--- src/rtl/pad_mon_pkg.sv ---
// Shared definitions for the pad supply monitor.
//   - Default synchronizer depth and debounce length.
//   - FSM state encoding (also exported on the STATE port).
//   - Helper that maps a state to the debounced pad level.
package pad_mon_pkg;

  localparam int SYNC_STAGES_DEF     = 2;
  localparam int DEBOUNCE_CYCLES_DEF = 16;

  typedef enum logic [2:0] {
    ST_DISABLED  = 3'd0,
    ST_LOW       = 3'd1,
    ST_QUAL_HIGH = 3'd2,
    ST_HIGH      = 3'd3,
    ST_QUAL_LOW  = 3'd4
  } mon_state_e;

  // While qualifying a fall the previously accepted level (high) is still
  // reported, so PWR_GOOD is high in HIGH and QUAL_LOW.
  function automatic logic pwr_level(input mon_state_e s);
    return (s == ST_HIGH) || (s == ST_QUAL_LOW);
  endfunction

endpackage

--- src/rtl/pad_sync.sv ---
// Multi-flop synchronizer for a single asynchronous bit.
// Ports:
//   i_clk    - destination clock
//   i_rst_n  - asynchronous active-low reset, clears every stage
//   i_async  - input asynchronous to i_clk
//   o_sync   - synchronized output (last stage)
module pad_sync
  import pad_mon_pkg::*;
#(
  parameter int DEPTH = SYNC_STAGES_DEF
) (
  input  logic i_clk,
  input  logic i_rst_n,
  input  logic i_async,
  output logic o_sync
);

  logic [DEPTH-1:0] r_sync;

  always_ff @(posedge i_clk or negedge i_rst_n) begin
    if (!i_rst_n) begin
      r_sync <= '0;
    end else begin
      r_sync <= {r_sync[DEPTH-2:0], i_async};
    end
  end

  assign o_sync = r_sync[DEPTH-1];

endmodule

--- src/rtl/pad_supply_monitor.sv ---
// Debounced monitor for a supply/sense pad.
// The raw pad level is synchronized, then a five-state FSM only accepts a
// level change after it has stayed stable for DEBOUNCE_CYCLES qualifying
// cycles. Aborted qualifications are counted as glitches.
// Ports:
//   HCLK        - clock, all state on rising edge
//   HRESETn     - asynchronous active-low reset
//   PAD_I       - raw pad receive path, asynchronous
//   EN          - monitor enable; low forces DISABLED
//   CLR_GLITCH  - synchronous clear of GLITCH_CNT (wins over an increment)
//   PWR_GOOD    - registered debounced level
//   RISE_EVT    - one-cycle pulse when PWR_GOOD rises
//   FALL_EVT    - one-cycle pulse when PWR_GOOD falls
//   GLITCH_CNT  - saturating count of rejected qualifications
//   STATE       - current FSM state encoding
module pad_supply_monitor
  import pad_mon_pkg::*;
#(
  parameter int SYNC_STAGES     = SYNC_STAGES_DEF,
  parameter int DEBOUNCE_CYCLES = DEBOUNCE_CYCLES_DEF
) (
  input  logic       HCLK,
  input  logic       HRESETn,
  input  logic       PAD_I,
  input  logic       EN,
  input  logic       CLR_GLITCH,
  output logic       PWR_GOOD,
  output logic       RISE_EVT,
  output logic       FALL_EVT,
  output logic [7:0] GLITCH_CNT,
  output logic [2:0] STATE
);

  localparam logic [7:0] CNT_LAST = 8'(DEBOUNCE_CYCLES - 1);

  logic       w_sync;
  mon_state_e r_state;
  mon_state_e w_state_nxt;
  logic [7:0] r_cnt;
  logic [7:0] w_cnt_nxt;
  logic       w_glitch;
  logic       w_rise_nxt;
  logic       w_fall_nxt;
  logic [7:0] r_glitch_cnt;
  logic       r_pwr_good;
  logic       r_rise;
  logic       r_fall;

  pad_sync #(
    .DEPTH (SYNC_STAGES)
  ) u_pad_sync (
    .i_clk   (HCLK),
    .i_rst_n (HRESETn),
    .i_async (PAD_I),
    .o_sync  (w_sync)
  );

  always_comb begin
    w_state_nxt = r_state;
    w_cnt_nxt   = r_cnt;
    w_glitch    = 1'b0;
    w_rise_nxt  = 1'b0;
    w_fall_nxt  = 1'b0;
    // Disable overrides everything, including a pending glitch or event.
    if (!EN) begin
      w_state_nxt = ST_DISABLED;
    end else begin
      case (r_state)
        ST_DISABLED: w_state_nxt = ST_LOW;
        ST_LOW: begin
          if (w_sync) begin
            w_state_nxt = ST_QUAL_HIGH;
            w_cnt_nxt   = 8'd0;
          end
        end
        ST_QUAL_HIGH: begin
          if (!w_sync) begin
            w_state_nxt = ST_LOW;
            w_glitch    = 1'b1;
          end else if (r_cnt == CNT_LAST) begin
            w_state_nxt = ST_HIGH;
            w_rise_nxt  = 1'b1;
          end else begin
            w_cnt_nxt = r_cnt + 8'd1;
          end
        end
        ST_HIGH: begin
          if (!w_sync) begin
            w_state_nxt = ST_QUAL_LOW;
            w_cnt_nxt   = 8'd0;
          end
        end
        ST_QUAL_LOW: begin
          if (w_sync) begin
            w_state_nxt = ST_HIGH;
            w_glitch    = 1'b1;
          end else if (r_cnt == CNT_LAST) begin
            w_state_nxt = ST_LOW;
            w_fall_nxt  = 1'b1;
          end else begin
            w_cnt_nxt = r_cnt + 8'd1;
          end
        end
        default: w_state_nxt = ST_DISABLED;
      endcase
    end
  end

  always_ff @(posedge HCLK or negedge HRESETn) begin
    if (!HRESETn) begin
      r_state    <= ST_DISABLED;
      r_cnt      <= 8'd0;
      r_pwr_good <= 1'b0;
      r_rise     <= 1'b0;
      r_fall     <= 1'b0;
    end else begin
      r_state    <= w_state_nxt;
      r_cnt      <= w_cnt_nxt;
      // Outputs are registered from the next state so they line up with STATE.
      r_pwr_good <= pwr_level(w_state_nxt);
      r_rise     <= w_rise_nxt;
      r_fall     <= w_fall_nxt;
    end
  end

  always_ff @(posedge HCLK or negedge HRESETn) begin
    if (!HRESETn) begin
      r_glitch_cnt <= 8'd0;
    end else if (CLR_GLITCH) begin
      r_glitch_cnt <= 8'd0;
    end else if (w_glitch && (r_glitch_cnt != 8'hFF)) begin
      r_glitch_cnt <= r_glitch_cnt + 8'd1;
    end
  end

  assign PWR_GOOD   = r_pwr_good;
  assign RISE_EVT   = r_rise;
  assign FALL_EVT   = r_fall;
  assign GLITCH_CNT = r_glitch_cnt;
  assign STATE      = r_state;

endmodule

--- config.mk ---
export PLATFORM = sky130hd
export DESIGN_NAME = pad_supply_monitor
export DESIGN_NICKNAME = d
export VERILOG_FILES = /design/src/rtl/pad_mon_pkg.sv /design/src/rtl/pad_sync.sv /design/src/rtl/pad_supply_monitor.sv
export SDC_FILE = /design/constraint.sdc
export NUM_CORES = 1
export LEC_CHECK = 0
export ABC_AREA = 0
export BUFFER_PORTS_ARGS = -buffer_cell sky130_fd_sc_hd__buf_2
export CORE_UTILIZATION = 50
export DETAILED_ROUTE_END_ITERATION = 8
export PLACE_DENSITY = 0.74
export RECOVER_POWER = 25
export SYNTH_ARGS = -nofsm -noshare
export SYNTH_HDL_FRONTEND = slang
export SYNTH_SLANG_ARGS = --single-unit
--- constraint.sdc ---
create_clock -name HCLK -period 1.9 [get_ports HCLK]
set_clock_uncertainty 0.15 [all_clocks]
set_input_delay 0.19 -clock HCLK [delete_from_list [all_inputs] [get_ports HCLK]]
set_output_delay 0.19 -clock HCLK [all_outputs]
set_load 0.05 [all_outputs]
==> summary.txt <==
Status
  • Status: finished, violations left
  • Failing checks: setup timing

Floorplanning
  • Die Ht: 53.8 um
  • Initial Utilization: approximately 54%
  • Total die area: 2890 um^2
  • I/O pin total: 19
  • Die Span X: about 54 um
  • Site Rows: 18
  • Core area: 2500 um^2

Logic synthesis
  • Area fraction of the dominant cell type after synthesis: roughly 45%
  • Synth Net Count: about 150
  • Number of synthesized flops with an enable pin: 0
  • Ranking of synthesized cells by area: dfrtp_1, a21oi_1, nand3_1
  • Ys flop type: dfrtp_1
  • Most common cell in the synthesized netlist: dfrtp_1
  • Syn Area/Cell: ~9.6 um^2
  • Largest family of logic cells by synthesized area: simple AND/OR/NAND/NOR gates
  • Yosys reg bits: 24
  • Post-synthesis sequential area ratio: 44.8%
  • Synth Area in XOR/XNOR: 1.31%
  • Async SR Flop Fraction: 100%
  • Synth Cell Area: 1340 um^2
  • Syn Inst Count: 139
  • Adder-cell share of the synthesized area: under 10%
  • Yosys cell types: 45
  • Mux cell area share after synthesis: between 3 and 4%
  • Post-synthesis compound-gate area fraction: ~18%
  • Yosys top cell by area: dfrtp_1
  • Post-synth top cells: dfrtp_1, a21oi_1, nand3_1
  • Synth warn: 0
  • Simple-gate share of the synthesized area: roughly 25%

CTS
  • Inserted Clock Buffers: 3
  • Clk sinks: 24
  • CTS Buffer Depth: 2
  • Worst-path clk slew: 130 ps
  • Max H-tree Level: 1
  • CTS tree: built
  • Post-CTS Setup Inserts: 0
  • Worst-Skew Late Latency: around 320 ps
  • Clk root buf: clkbuf_4

GRT
  • GRT overflow: 0
  • Number of global-route vias before repair: a little over 1000
  • Largest net degree at the start of global routing: 25
  • GRT Overall Usage: between 20% and 30%
  • Initial antenna violation count: 0
  • First-pass GRT wire length: 4.45 mm

Detailed routing
  • 1st-pass router iterations: 4
  • Drt wl/cell: 15.2 um
  • Antenna viol nets, final: 0
  • DRT iter0 DRCs: 20
  • Final wirelength: about 3.0 mm
  • Via count: ~1200
  • Vias per cell: 6.05
  • DRC errors left: 0

Critical path
  • CP endpoint kind: flop
  • Startpoint Class: flop
  • Arr. time, crit path: 2010 ps
  • Setup CP Type: reg2reg
  • Crit Path Max Fanout: 6
  • Reg2reg setup slack: -9 ps
  • RR Endpoint: GLITCH_CNT[4]$_DFFE_PN0P_
  • Worst r2r src: u_pad_sync.r_sync[1]$_DFF_PN0_
  • WP data required: about 2000 ps
  • Reg2reg path depth: 4
  • Crit path from: u_pad_sync.r_sync[1]$_DFF_PN0_
  • CP endpoint: GLITCH_CNT[4]$_DFFE_PN0P_

Pwr
  • Power per Cell Area: approximately 580 nW/um^2
  • Leakage: ~0.71 nW
  • Peak VDD IR: 0.490 mV
  • Total power: between 0.0009 and 0.001 W

Cells and area
  • Layout Nets: about 180
  • Final core occ: between 60% and 70%
  • Ant diodes: 0
  • Fraction of layout cells with a size suffix above 1: 29.3%
  • # fillers: between 150 and 200
  • Final Cell Area: approximately 1600 um^2
  • Area growth, synth to finish: 19.2%

STA
  • RSZ-0062 raised after global routing: yes
  • Worst setup margin: -9.34 ps
  • Worst slew pin tran: about 580 ps
  • Hold Violations, Final: 0
  • Setup TNS: -9.34 ps
  • Fin. max-slew vios: 0
  • Fin Hold WS: 43.5 ps
  • Slew HR: between 60% and 70%
  • Setup violators final: 1
  • Minimum clock period: about 1900 ps
  • FMAX: ~0.52 GHz
  • Fin crit share: 100%

Hold path
  • Hold path depth: 3
  • Worst hold-check path type: in2reg

Job
  • Max-cap violations: 0

Place
  • Post-detail-place hpwl: ~2.1 mm
  • Port bufs: 18
  • Area after DPL: 1500 um^2
  • Final Wtd Congestion: between 0.8 and 0.9
stage by stage:
step | setup WS [ps] | instances
final | -9.34 | 197
after floorplan | -50.4 | 139
after global routing | -9.31 | 197
after detailed placement | -11.3 | 190
after global placement | 55.3 | 190
after CTS | 5.43 | 197
where the power goes:
group | total (W) | internal, W | switching (W)
Combinational | 0.000135 | 0.0000505 | 0.0000842
Sequential | 0.000553 | 0.000532 | 0.0000210
Clock | 0.000232 | 0.0000820 | 0.000150
Total | 0.000920 | 0.000665 | 0.000256
per-layer routing:
layer | GRT usage, % | wire, um
met5 | 0 | 0
met4 | 7.89 | 29
met1 | 26.5 | 1360
met3 | 3.39 | 78
met2 | 38.5 | 1520
worst max-delay path: stages (launching register included):
cell and delay, ps:
dfrtp_1 410, or3b_4 430, a21o_4 240, or4_4 490
a21oi_2 120
cell type report:
class / count / area (um^2) / share of cell area (%)
multi-input cells: 103 / 712 / 44.6
flip-flops and latches: 24 / 604 / 37.8
repair buffers: 32 / 203 / 12.7
well taps: 30 / 37.5 / 2.35
clock buffers: 4 / 26.3 / 1.64
inverters: 4 / 15.0 / 0.940
kinds of logic (layout without fill, tap and decap cells):
group | after synthesis | in the layout
adders and majority gates | 2 | 2
and+or+nand+nor | 57 | 57
DFF | 24 | 24
xor gates and xnor gates | 2 | 2
AOI/OAI and AO/OA | 38 | 38
muxes | 4 | 4
buffers and inverters | 12 | 40
state kept, by name (all words and copies together) (netlist names):
| name | flops |
|---|---|
| GLITCH_CNT | 8 |
| FALL_EVT | 1 |
| u_pad_sync.r_sync | 2 |
| PWR_GOOD | 1 |
| RISE_EVT | 1 |
| STATE | 3 |
| r_cnt | 8 |
placed cells by master, fill, tap and decap left out, types with 2 or more instances in the layout:
cell	count
and3_1	3
mux2i_1	3
dfrtp_2	3
and4b_1	2
a21oi_1	16
or3b_4	2
inv_1	4
nand3_1	12
nand3b_1	2
a31oi_1	3
nor2_1	5
dfrtp_1	21
or4_1	3
a41oi_1	3
clkbuf_4	3
nor3b_1	2
ha_1	2
buf_2	17
dlygate4sd3_1	3
nor3_1	7
buf_4	11
nand2b_1	3
nand2_1	6
nor2b_1	3
worst min-delay path by stage:
stage	end	from	slack (ps)
global route	STATE[2]$_DFF_PN0_	EN	80
global placement	r_cnt[6]$_DFFE_PN0P_	HRESETn	50
CTS	PWR_GOOD$_DFF_PN0_	EN	30
detailed placement	r_cnt[6]$_DFFE_PN0P_	HRESETn	50
floorplan	FALL_EVT$_DFF_PN0_	HRESETn	-260
finish	PWR_GOOD$_DFF_PN0_	EN	40
repair_timing:
item / in CTS / in global routing
hold endpoints to repair: 28 / 0
pin swaps: 0 / 1
hold buffers: 3 / 0
setup endpoints to repair: 2 / 4
gates cloned: 0 / 0
resized for setup: 1 / 7
Power figures use the tool's default switching activity.
